[config.mk]
export PLATFORM = sky130hd
export DESIGN_NAME = vga_timing_gen
export DESIGN_NICKNAME = d
export VERILOG_FILES = /design/src/rtl/vga_pkg.sv /design/src/rtl/vga_wrap_counter.sv /design/src/rtl/vga_timing_gen.sv
export SDC_FILE = /design/constraint.sdc
export NUM_CORES = 1
export LEC_CHECK = 0
export BUFFER_PORTS_ARGS = -buffer_cell sky130_fd_sc_hd__buf_2
export CORE_MARGIN = 10
export CORE_UTILIZATION = 36
export DETAILED_ROUTE_END_ITERATION = 10
export PLACE_DENSITY = 0.66
export SLEW_MARGIN = 20
export SYNTH_ARGS = -nofsm -noshare
export SYNTH_HDL_FRONTEND = slang
export SYNTH_SLANG_ARGS = --single-unit
export TNS_END_PERCENT = 1
[constraint.sdc]
create_clock -name clk -period 3.08 [get_ports clk]
set_clock_uncertainty 0.05 [all_clocks]
set_input_delay 0.616 -clock clk [delete_from_list [all_inputs] [get_ports clk]]
set_output_delay 0.616 -clock clk [all_outputs]
set_load 0.05 [all_outputs]
[src/rtl/vga_pkg.sv]
// Shared timing constants for the 1024x768@60 Hz VGA path.
package vga_pkg;

  localparam int CNT_W = 11;

  localparam int H_ACTIVE = 1024;
  localparam int H_FP     = 24;
  localparam int H_SYNC   = 136;
  localparam int H_BP     = 160;
  localparam int H_TOTAL  = H_ACTIVE + H_FP + H_SYNC + H_BP;

  localparam int V_ACTIVE = 768;
  localparam int V_FP     = 3;
  localparam int V_SYNC   = 6;
  localparam int V_BP     = 29;
  localparam int V_TOTAL  = V_ACTIVE + V_FP + V_SYNC + V_BP;

  localparam int H_SYNC_START = H_ACTIVE + H_FP;
  localparam int H_SYNC_STOP  = H_SYNC_START + H_SYNC;
  localparam int V_SYNC_START = V_ACTIVE + V_FP;
  localparam int V_SYNC_STOP  = V_SYNC_START + V_SYNC;

  localparam logic SYNC_POL = 1'b0;

endpackage

[src/rtl/vga_wrap_counter.sv]
// Modulo-(MAX+1) counter with enable; exposes the registered value,
// the value it will take next, and a wrap strobe.
module vga_wrap_counter
  import vga_pkg::*;
#(
  parameter int WIDTH = CNT_W,
  parameter int MAX   = H_TOTAL - 1
) (
  input  logic             clk,
  input  logic             rst,
  input  logic             en,
  output logic [WIDTH-1:0] cnt,
  output logic [WIDTH-1:0] nxt,
  output logic             wrap
);

  localparam logic [WIDTH-1:0] MAX_V = WIDTH'(MAX);

  logic [WIDTH-1:0] cnt_q;
  logic [WIDTH-1:0] cnt_d;

  always_comb begin
    wrap  = en && (cnt_q == MAX_V);
    cnt_d = cnt_q;
    if (wrap) begin
      cnt_d = '0;
    end else if (en) begin
      cnt_d = cnt_q + WIDTH'(1);
    end
  end

  always_ff @(posedge clk or posedge rst) begin
    if (rst) begin
      cnt_q <= '0;
    end else begin
      cnt_q <= cnt_d;
    end
  end

  assign cnt = cnt_q;
  assign nxt = cnt_d;

endmodule

[src/rtl/vga_timing_gen.sv]
// VGA timing source: pixel/line counters with sync, blank and
// frame-start flags registered alongside the counters.
module vga_timing_gen #(
  parameter int   H_ACTIVE = vga_pkg::H_ACTIVE,
  parameter int   H_FP     = vga_pkg::H_FP,
  parameter int   H_SYNC   = vga_pkg::H_SYNC,
  parameter int   H_BP     = vga_pkg::H_BP,
  parameter int   V_ACTIVE = vga_pkg::V_ACTIVE,
  parameter int   V_FP     = vga_pkg::V_FP,
  parameter int   V_SYNC   = vga_pkg::V_SYNC,
  parameter int   V_BP     = vga_pkg::V_BP,
  parameter logic SYNC_POL = vga_pkg::SYNC_POL
) (
  input  logic        clk,
  input  logic        rst,
  output logic [10:0] hcount,
  output logic [10:0] vcount,
  output logic        hsync,
  output logic        vsync,
  output logic        hblnk,
  output logic        vblnk,
  output logic        frame_start
);

  localparam int H_TOT = H_ACTIVE + H_FP + H_SYNC + H_BP;
  localparam int V_TOT = V_ACTIVE + V_FP + V_SYNC + V_BP;

  localparam logic [10:0] HA  = 11'(H_ACTIVE);
  localparam logic [10:0] HS0 = 11'(H_ACTIVE + H_FP);
  localparam logic [10:0] HS1 = 11'(H_ACTIVE + H_FP + H_SYNC);
  localparam logic [10:0] VA  = 11'(V_ACTIVE);
  localparam logic [10:0] VS0 = 11'(V_ACTIVE + V_FP);
  localparam logic [10:0] VS1 = 11'(V_ACTIVE + V_FP + V_SYNC);

  logic [10:0] h_nxt;
  logic [10:0] v_nxt;
  logic        h_wrap;
  logic        v_wrap;

  vga_wrap_counter #(.WIDTH(11), .MAX(H_TOT - 1)) u_hcnt (
    .clk  (clk),
    .rst  (rst),
    .en   (1'b1),
    .cnt  (hcount),
    .nxt  (h_nxt),
    .wrap (h_wrap)
  );

  vga_wrap_counter #(.WIDTH(11), .MAX(V_TOT - 1)) u_vcnt (
    .clk  (clk),
    .rst  (rst),
    .en   (h_wrap),
    .cnt  (vcount),
    .nxt  (v_nxt),
    .wrap (v_wrap)
  );

  logic hsync_q, hsync_d;
  logic vsync_q, vsync_d;
  logic hblnk_q, hblnk_d;
  logic vblnk_q, vblnk_d;
  logic fs_q, fs_d;

  // Decode the upcoming counter pair so flags land with it.
  always_comb begin
    hsync_d = (h_nxt >= HS0 && h_nxt < HS1) ? SYNC_POL : ~SYNC_POL;
    vsync_d = (v_nxt >= VS0 && v_nxt < VS1) ? SYNC_POL : ~SYNC_POL;
    hblnk_d = (h_nxt >= HA);
    vblnk_d = (v_nxt >= VA);
    fs_d    = v_wrap;
  end

  always_ff @(posedge clk or posedge rst) begin
    if (rst) begin
      hsync_q <= ~SYNC_POL;
      vsync_q <= ~SYNC_POL;
      hblnk_q <= 1'b0;
      vblnk_q <= 1'b0;
      fs_q    <= 1'b0;
    end else begin
      hsync_q <= hsync_d;
      vsync_q <= vsync_d;
      hblnk_q <= hblnk_d;
      vblnk_q <= vblnk_d;
      fs_q    <= fs_d;
    end
  end

  assign hsync       = hsync_q;
  assign vsync       = vsync_q;
  assign hblnk       = hblnk_q;
  assign vblnk       = vblnk_q;
  assign frame_start = fs_q;

endmodule

Yosys cells after proc, flatten, opt, wreduce, memory -nomap -nowiden --
Index checks and enable logic that the tools add are counted.
Word-level totals: bits in latches 0, memories 0, ROM bits 0, output and inout port bits 27, logic and storage cells 25, register bits 27, memory bits (writable) 0, bits of input ports 2
Cells by class: div/mod/pow operators 0, bitwise operators 0, magnitude comparators 6, add/subtract/negate cells 2, $mul 0, muxes and demuxes 5, eq/ne operators 2, shift-type cells 0, reductions and logical operators 3
Operators with widths (count):
- $mux W11 | 3
- $add A11 B1 Y11 const B | 2
- $ge A11 B10 Y1 const B | 2
- $ge A11 B11 Y1 const B | 2
- $eq A11 B10 Y1 const B | 1
- $eq A11 B11 Y1 const B | 1
- $lt A11 B10 Y1 const B | 1
- $lt A11 B11 Y1 const B | 1
- $logic_and A1 B1 Y1 | 3
- $mux W1 | 2

Depth between registers and ports, before layout --
Gate-level depths: netlist of the first run.
depth in word-level cells 6, depth in mapped cells 7

Modules after synthesis --
A second synthesis of the first run with hierarchy kept.
Unflattened totals: cell total of the unflattened synthesis 133, area, all modules 1386.3 um^2
Modules (own cells, without submodules):
- vga_wrap_counter at u_hcnt | area an instance 615.6 um^2, times used 1, cells an instance 59
- vga_wrap_counter at u_vcnt | area an instance 560.5 um^2, times used 1, cells an instance 54
- vga_timing_gen | area an instance 210.2 um^2, times used 1, cells an instance 20

Least setup slack after synthesis of the first run --
OpenSTA, ideal clock, no wires.
kind register -> register, from reg u_hcnt.cnt_q[7], in the netlist u_hcnt.cnt[7], to reg vblnk_q, in the netlist vblnk, cell stages (with the launch flop) 8, period minus slack after synthesis 2.693 ns, required time 2.966 ns, arrival 2.578 ns, path slack 0.387 ns, cells stage by stage dfrtp_1 -> buf_2 -> or4b_1 -> buf_2 -> or4_4 -> or4_4 -> a31oi_1 -> or2_1
Between the ends: cells in the longest elaborated chain, start to end 4, elaborated cells between the ends (all ways) 5, those cells by class order compare: 1; eq/ne: 1; mux: 2; reduce/logical: 1
Ends and longest elaborated chain:
- start: declaration | line vga_wrap_counter.sv:19 | logic [WIDTH-1:0] cnt_q;
- start signal: assignment | line vga_wrap_counter.sv:36 | cnt_q <= cnt_d;
- $eq A11 B11 Y1 (*) | line vga_wrap_counter.sv:23 | wrap = en && (cnt_q == MAX_V);
- $mux W11 / $logic_and A1 B1 Y1 (equally long branches) | line vga_wrap_counter.sv:27, vga_wrap_counter.sv:23
- $mux W11 (*) | line vga_wrap_counter.sv:25 | if (wrap) begin
- $ge A11 B10 Y1 (*) | line vga_timing_gen.sv:69 | vblnk_d = (v_nxt >= VA);
- via vblnk_d | line vga_timing_gen.sv:61 | logic vblnk_q, vblnk_d;
- end signal: assignment | line vga_timing_gen.sv:84 | vblnk_q <= vblnk_d;
- end: declaration | line vga_timing_gen.sv:61
Mark *: on every way through the listed nets, which the timed path passes. The rest lies on a longest branch.

Worst setup path after layout of the first run --
from reg u_hcnt.cnt_q[6], in the netlist u_hcnt.cnt[6], to reg vblnk_q, in the netlist vblnk
The elaborated chain is that of the path after synthesis.

==> flow_summary.ini, run 1 <==
[worst_setup_path]
reg2reg_to = vblnk
cp_max_fo = 10
worstPathCellList = or4b_1 > or4_4 > or4_4 > a31oi_1 > or2_1
critical_path_required_ns = 3.25
timing.reg2reg.worst_path_depth = 5
start_kind = flip-flop
worst-endpoint-arrival_ns = 2.68
r2r_slack_ns = 0.57
cpMaxStageDelayCell = or4b_1
crit_path_end_kind = flip-flop
critical-path-top-cell-by-count = or4_4
max_stage_delay_ns = 0.67
critical_path.reg2reg.startpoint = u_hcnt.cnt[6]
path_class = reg2reg

[synthesis]
yosys.cell_types.count = 53
number_of_standard_cells_after_synthesis = 176
synthTopCellsByArea = dfrtp_1, xnor2_1, nand2_1, nand3_1, xor2_1
postSynthRegisterBits = 27
synth_fa_ha_area_share_pct = 3.07
syn-cell-area_mm2 = 0.00163
synth.avg_cell_area_um2 = 9.27
post_synthesis_share_of_cell_area_spent_on_and_or_nand_and_nor_gates_pct = 29.6
ys_seq_area_share_pct = 41.6
synth-edff-count = 0
synth_fp_nets = 182
yosys_warnings = 0
synth_top_family_by_area = simple AND/OR/NAND/NOR gates
asyncSetResetFlopFracSynth_pct = 100
synth_common_cells = dfrtp_1, nand2_1, nand3_1
synth_xor_area_share_pct = 8.59
synth-compound-area-share_pct = 12.0
synth_top_area_cell = dfrtp_1
synth_flop_cell = dfrtp_1
synth.area.mux_share_pct = 0.613
post-synth-top-count-cell = dfrtp_1
synth.top_cell.area_share_pct = 38.3

[clock_network]
root_buffer = clkbuf_8
cts-root-to-sink-buffers = 2
cts_hold_repair.buffers = 0
cts-resized-gates = 0
htree_num_levels = 1
worst_setup_hold_path_clk_slew_ns = 0.09
cts_tree = done
cts-buffers-inserted = 3
cts_num_sinks = 27
post_cts_repair_setup_buffers = 0
worstSkewPairLatency_ns = 0.28

[run]
maxCapViolCount = 0

[global_routing]
grtUsageMet1_pct = 14.9
grt_use_total_pct = 11.1
first_global_vias = 1363
grt_antenna_before_repair = 0
grt_pass1_wl_um = 6980
globalRouteMet2Util_pct = 16.9
top_usage_layer = met2
grt_start_max_net_pins = 28
overflow = 0
grt_util_met3_pct = 2.34

[drt]
drc_errors = 0
drt_pass1_iterations = 4
routed_via_density = 5.56
avgRoutedWirePerCell_um = 15.3
detailroute.via_count = 1411
antenna_violating_nets_post_route = 0
drt_wl_total_um = 3880
drt_iter0_markers = 87

[die]
core.rowCount = 24
die_x_um = 87.3
core-area_mm2 = 0.00438
io-pin-count = 29
die_area_mm2 = 0.00762
die_height_um = 87.3
floorplan.initialDensity_pct = 37.2

[timing]
worst-slew-pin-transition_ns = 0.655
rsz0062_at_grt = no
period_share_pct = 81.6
normalized_max_slew_margin_pct = 56.0
worst_hold_slack_ns = 0.326
timing.final.crit_period_ns = 2.51
setup_total_negative_slack_ns = 0
achievable-frequency_ghz = 0.398
maxSlewViolCount = 0
finalSetupViolations = 0
report.final.hold_viol_count = 0

[pwr]
p_int_w = 0.000449
p_sw_share_pct = 20.9
power_frac_clock_pct = 36.1
pwr-share-seq_pct = 62.5
vdd.ir_drop.worst_uv = 197
power_frac_comb_pct = 1.4
netsw_w = 0.000118
p_leak_nw = 0.836
cellPowerDensity_mw_per_mm2 = 304

[finish]
antenna_cells_inserted = 0
post_route_cells_drive_above_1_share_pct = 22.3
final_nets = 209
fillers = 455
final_util_pct = 42.6
flow.area_growth_from_synthesis_pct = 14.5

[placement]
io_buffers = 28
half_perimeter_wire_length_after_detailed_placement_um = 2890
place_congestion = 0.805

[min_path]
min_path_type = in2async

[outcome]
run_status = complete, no violations
==> stage by stage <==
stage                     power [W]  cells  area, um^2  setup WS, ns
after floorplan            0.000366    176        1630         0.387
after global placement     0.000370    250        1820         0.632
after detailed placement   0.000370    250        1820         0.605
after CTS                  0.000577    254        1870         0.577
after global routing       0.000595    254        1870         0.462
final                      0.000567    254        1870         0.567
==> placed cells by master (no fill, tap or decap), types with 2 or more instances in the layout <==
master and instances:
a21o_1 3, a21oi_1 5, and2_1 2, buf_2 28, buf_4 5, clkbuf_8 3, dfrtp_1 25, dfstp_2 2
ha_1 4, inv_1 6, nand2_1 18, nand3_1 13, nand4_1 6, nand4b_1 2, nor2_1 11, nor2b_1 2
nor3_1 6, nor4_1 5, nor4_2 2, o21ai_0 5, or3_1 2, or4_4 2, xnor2_1 9, xor2_1 7
==> final cells by class <==
cell class,instances,area (um^2),share of cell area (%)
sequential,27,678,36.3
multi-input combinational,132,880,47.1
inverter,6,22.5,1.21
timing repair buffer,33,178,9.51
tap,52,65.1,3.48
clock buffer,4,45.0,2.41
==> power by group through the flow <==
stage | clock network, W | logic [W] | registers (W)
floorplan | 0 | 0.00000524 | 0.000361
global placement | 0 | 0.00000892 | 0.000361
detailed placement | 0 | 0.00000899 | 0.000361
CTS | 0.000213 | 0.00000902 | 0.000354
global route | 0.000231 | 0.0000101 | 0.000354
finish | 0.000205 | 0.00000817 | 0.000354
==> state kept, by name, summed over array words and instances (netlist names) <==
name         flops
frame_start      1
hblnk            1
hsync            1
u_hcnt.cnt      11
u_vcnt.cnt      11
vblnk            1
vsync            1
==> how the worst max path moves through the flow <==
stage | startpoint | to | slack, ns
after floorplan | u_hcnt.cnt[7] | vblnk | 0.39
after global placement | u_hcnt.cnt[6] | vblnk | 0.63
after detailed placement | u_hcnt.cnt[6] | vblnk | 0.61
after CTS | u_hcnt.cnt[6] | vblnk | 0.58
after global routing | u_hcnt.cnt[6] | vblnk | 0.46
final | u_hcnt.cnt[6] | vblnk | 0.57
==> critical path, delay by kind of cell (launching register included) <==
kind	cells	cell delay (ns)
AO/OA/AOI/OAI	1	0.13
flip-flops	1	0.49
AND/OR/NAND/NOR	4	1.78
==> routing by layer <==
layer  up-vias  wire, um
li1        694         -
met1       673      1790
met5         -         0
met4         0        65
met2        40      1780
met3         4       240
==> logic make-up (layout without fill, tap and decap cells) <==
kind of cell / Yosys count / after routing
AO/OA/AOI/OAI: 28 / 28
XOR/XNOR: 16 / 16
adder cells (fa/ha/maj): 4 / 4
buffers and inverters: 17 / 43
flip-flops: 27 / 27
multiplexers: 1 / 1
AND/OR/NAND/NOR: 83 / 83
Note: power is estimated with default switching activity, not from simulation.
==> run 2, diff against run 1 <==
--- a/config.mk
+++ b/config.mk
@@ -9,7 +9,7 @@
 export CORE_MARGIN = 10
 export CORE_UTILIZATION = 36
 export DETAILED_ROUTE_END_ITERATION = 10
-export PLACE_DENSITY = 0.66
+export PLACE_DENSITY = 0.69
 export SLEW_MARGIN = 20
 export SYNTH_ARGS = -nofsm -noshare
 export SYNTH_HDL_FRONTEND = slang
==> constraint.sdc (replaced) <==
create_clock -name clk -period 2.2 [get_ports clk]
set_clock_uncertainty 0.05 [all_clocks]
set_input_delay 0.44 -clock clk [delete_from_list [all_inputs] [get_ports clk]]
set_output_delay 0.44 -clock clk [all_outputs]
set_load 0.05 [all_outputs]
==> run 2 against run 1 <==
Compared with the run above: the flow now finishes with violations (negative setup slack); critical path depth is the same; largest power group unchanged; via count grew 9.2%; worst hold slack lost 0.18 ns; non-clock buffer count grew 22; register-to-register slack lost 0.60 ns.
==> flow_summary.ini, run 2 (synthesis results as in run 1) <==
[outcome]
run_status = finished, violations left
violations = negative setup slack

[finish]
mostFrequentLayoutCells = buf_2, buf_4, dfrtp_1, nand2_1, nand3_1
final_util_pct = 47.9
antenna_cells_inserted = 0
fillers = 422
flow.area_growth_from_synthesis_pct = 28.6
post_route_cells_drive_above_1_share_pct = 35.3
final_nets = 231
layout_commonest_cell = buf_2

[drt]
drt_pass1_iterations = 6
drt_iter0_markers = 193
avgRoutedWirePerCell_um = 15.8
drt_wl_total_um = 4360
antenna_violating_nets_post_route = 0
routed_via_density = 5.58
drc_errors = 0
detailroute.via_count = 1541

[worst_setup_path]
path_class = reg2reg
cp_max_fo = 2
start_kind = flip-flop
critical_path_required_ns = 2.38
r2r_slack_ns = -0.04
crit_path_end_kind = flip-flop
worst-endpoint-arrival_ns = 2.41

[die]
die_height_um = 87.3
die_area_mm2 = 0.00762
core.rowCount = 24
core-area_mm2 = 0.00438
die_x_um = 87.3
io-pin-count = 29
floorplan.initialDensity_pct = 37.2

[placement]
io_buffers = 28
half_perimeter_wire_length_after_detailed_placement_um = 3220
place_congestion = 0.866
pre_cts_ws_ns = -0.0424

[clock_network]
root_buffer = clkbuf_8
cts_num_sinks = 27
cts-buffers-inserted = 3
cts_hold_repair.buffers = 0
htree_num_levels = 1
cts-root-to-sink-buffers = 2
worstSkewPairLatency_ns = 0.29
cts_tree = done
worst_setup_hold_path_clk_slew_ns = 0.10

[timing]
rsz0062_at_grt = yes
report.final.hold_viol_count = 0
normalized_max_slew_margin_pct = 68.4
maxSlewViolCount = 0
timing.final.crit_period_ns = 2.24
achievable-frequency_ghz = 0.447
post-route-worst-setup-slack_ns = -0.0377
period_share_pct = 102
finalSetupViolations = 1
worst-slew-pin-transition_ns = 0.468

[global_routing]
overflow = 0
grt_antenna_before_repair = 0
grt_start_max_net_pins = 28
first_global_vias = 1500
grt_use_total_pct = 11.7
grt_pass1_wl_um = 7320

[pwr]
p_leak_nw = 0.959
vdd.ir_drop.worst_uv = 196
cellPowerDensity_mw_per_mm2 = 386
post_layout_power_w = 0.000810

[run]
maxCapViolCount = 0

[min_path]
min_path_type = in2async
run 2: changes by cell type in the layout (fill, tap and decap cells not counted), sizes merged:
cell / previous run / this run
buf: 33 / 55
clkinvlp: 0 / 1
clkbuf: 4 / 3
run 2: layout make-up:
class | count | area, um^2 | area share (%)
clock buffers | 3 | 41.3 | 1.97
inverters | 6 | 22.5 | 1.07
flip-flops and latches | 27 | 681 | 32.4
clock inverters | 1 | 7.51 | 0.358
repair buffers | 55 | 343 | 16.3
multi-input cells | 132 | 938 | 44.7
well taps | 52 | 65.1 | 3.10
run 2: worst max-delay path, cell delays in order, from the launching register on:
cell and delay [ns]:
dfrtp_2 0.41, or4b_4 0.54, or4_4 0.43, or4_4 0.45
a31oi_4 0.19, or2_1 0.11
run 2: routing by layer:
metal  GRT usage (%)  vias to the layer above  part of all wire [%]
met5               0                        -                     0
met4            4.78                        0                   2.2
met3            1.40                        9                   4.8
met2            19.5                       42                    50
met1            14.8                      746                    43
li1                -                      744                     -
run 2: metrics by stage:
stage                     area [um^2]  instances  setup TNS, ns  hold WS (ns)
after floorplan                  1640        176          -2.84         0.441
after global placement           1980        271        -0.0349         0.469
after detailed placement         1980        271        -0.0460         0.470
after CTS                        2040        276              0         0.158
after global routing             2100        276         -0.138         0.215
final                            2100        276        -0.0377         0.142
run 2: worst paths after layout:
check	cells after the start	end	from
worst max register to register	5	vblnk	u_hcnt.cnt[6]
worst min-delay path	3	u_vcnt.cnt[2]	rst
max in group asynchronous	3	vsync	rst
min in group clk	1	u_hcnt.cnt[4]	u_hcnt.cnt[4]
worst max-delay path	5	vblnk	u_hcnt.cnt[6]
worst min register to register	1	u_hcnt.cnt[4]	u_hcnt.cnt[4]
run 2: where the power goes:
part	leakage [nW]	internal, W	switching (W)
sequential	0.353	0.000496	0
clock	0.0217	0.000129	0.000173
combinational	0.585	0.00000194	0.00000978
total	0.959	0.000627	0.000182
run 2: repair_timing:
item,4_1_cts,5_1_grt
setup buffers,1,0
resized for setup,1,9
pin swaps,2,3
endpoints found under the setup margin,2,3
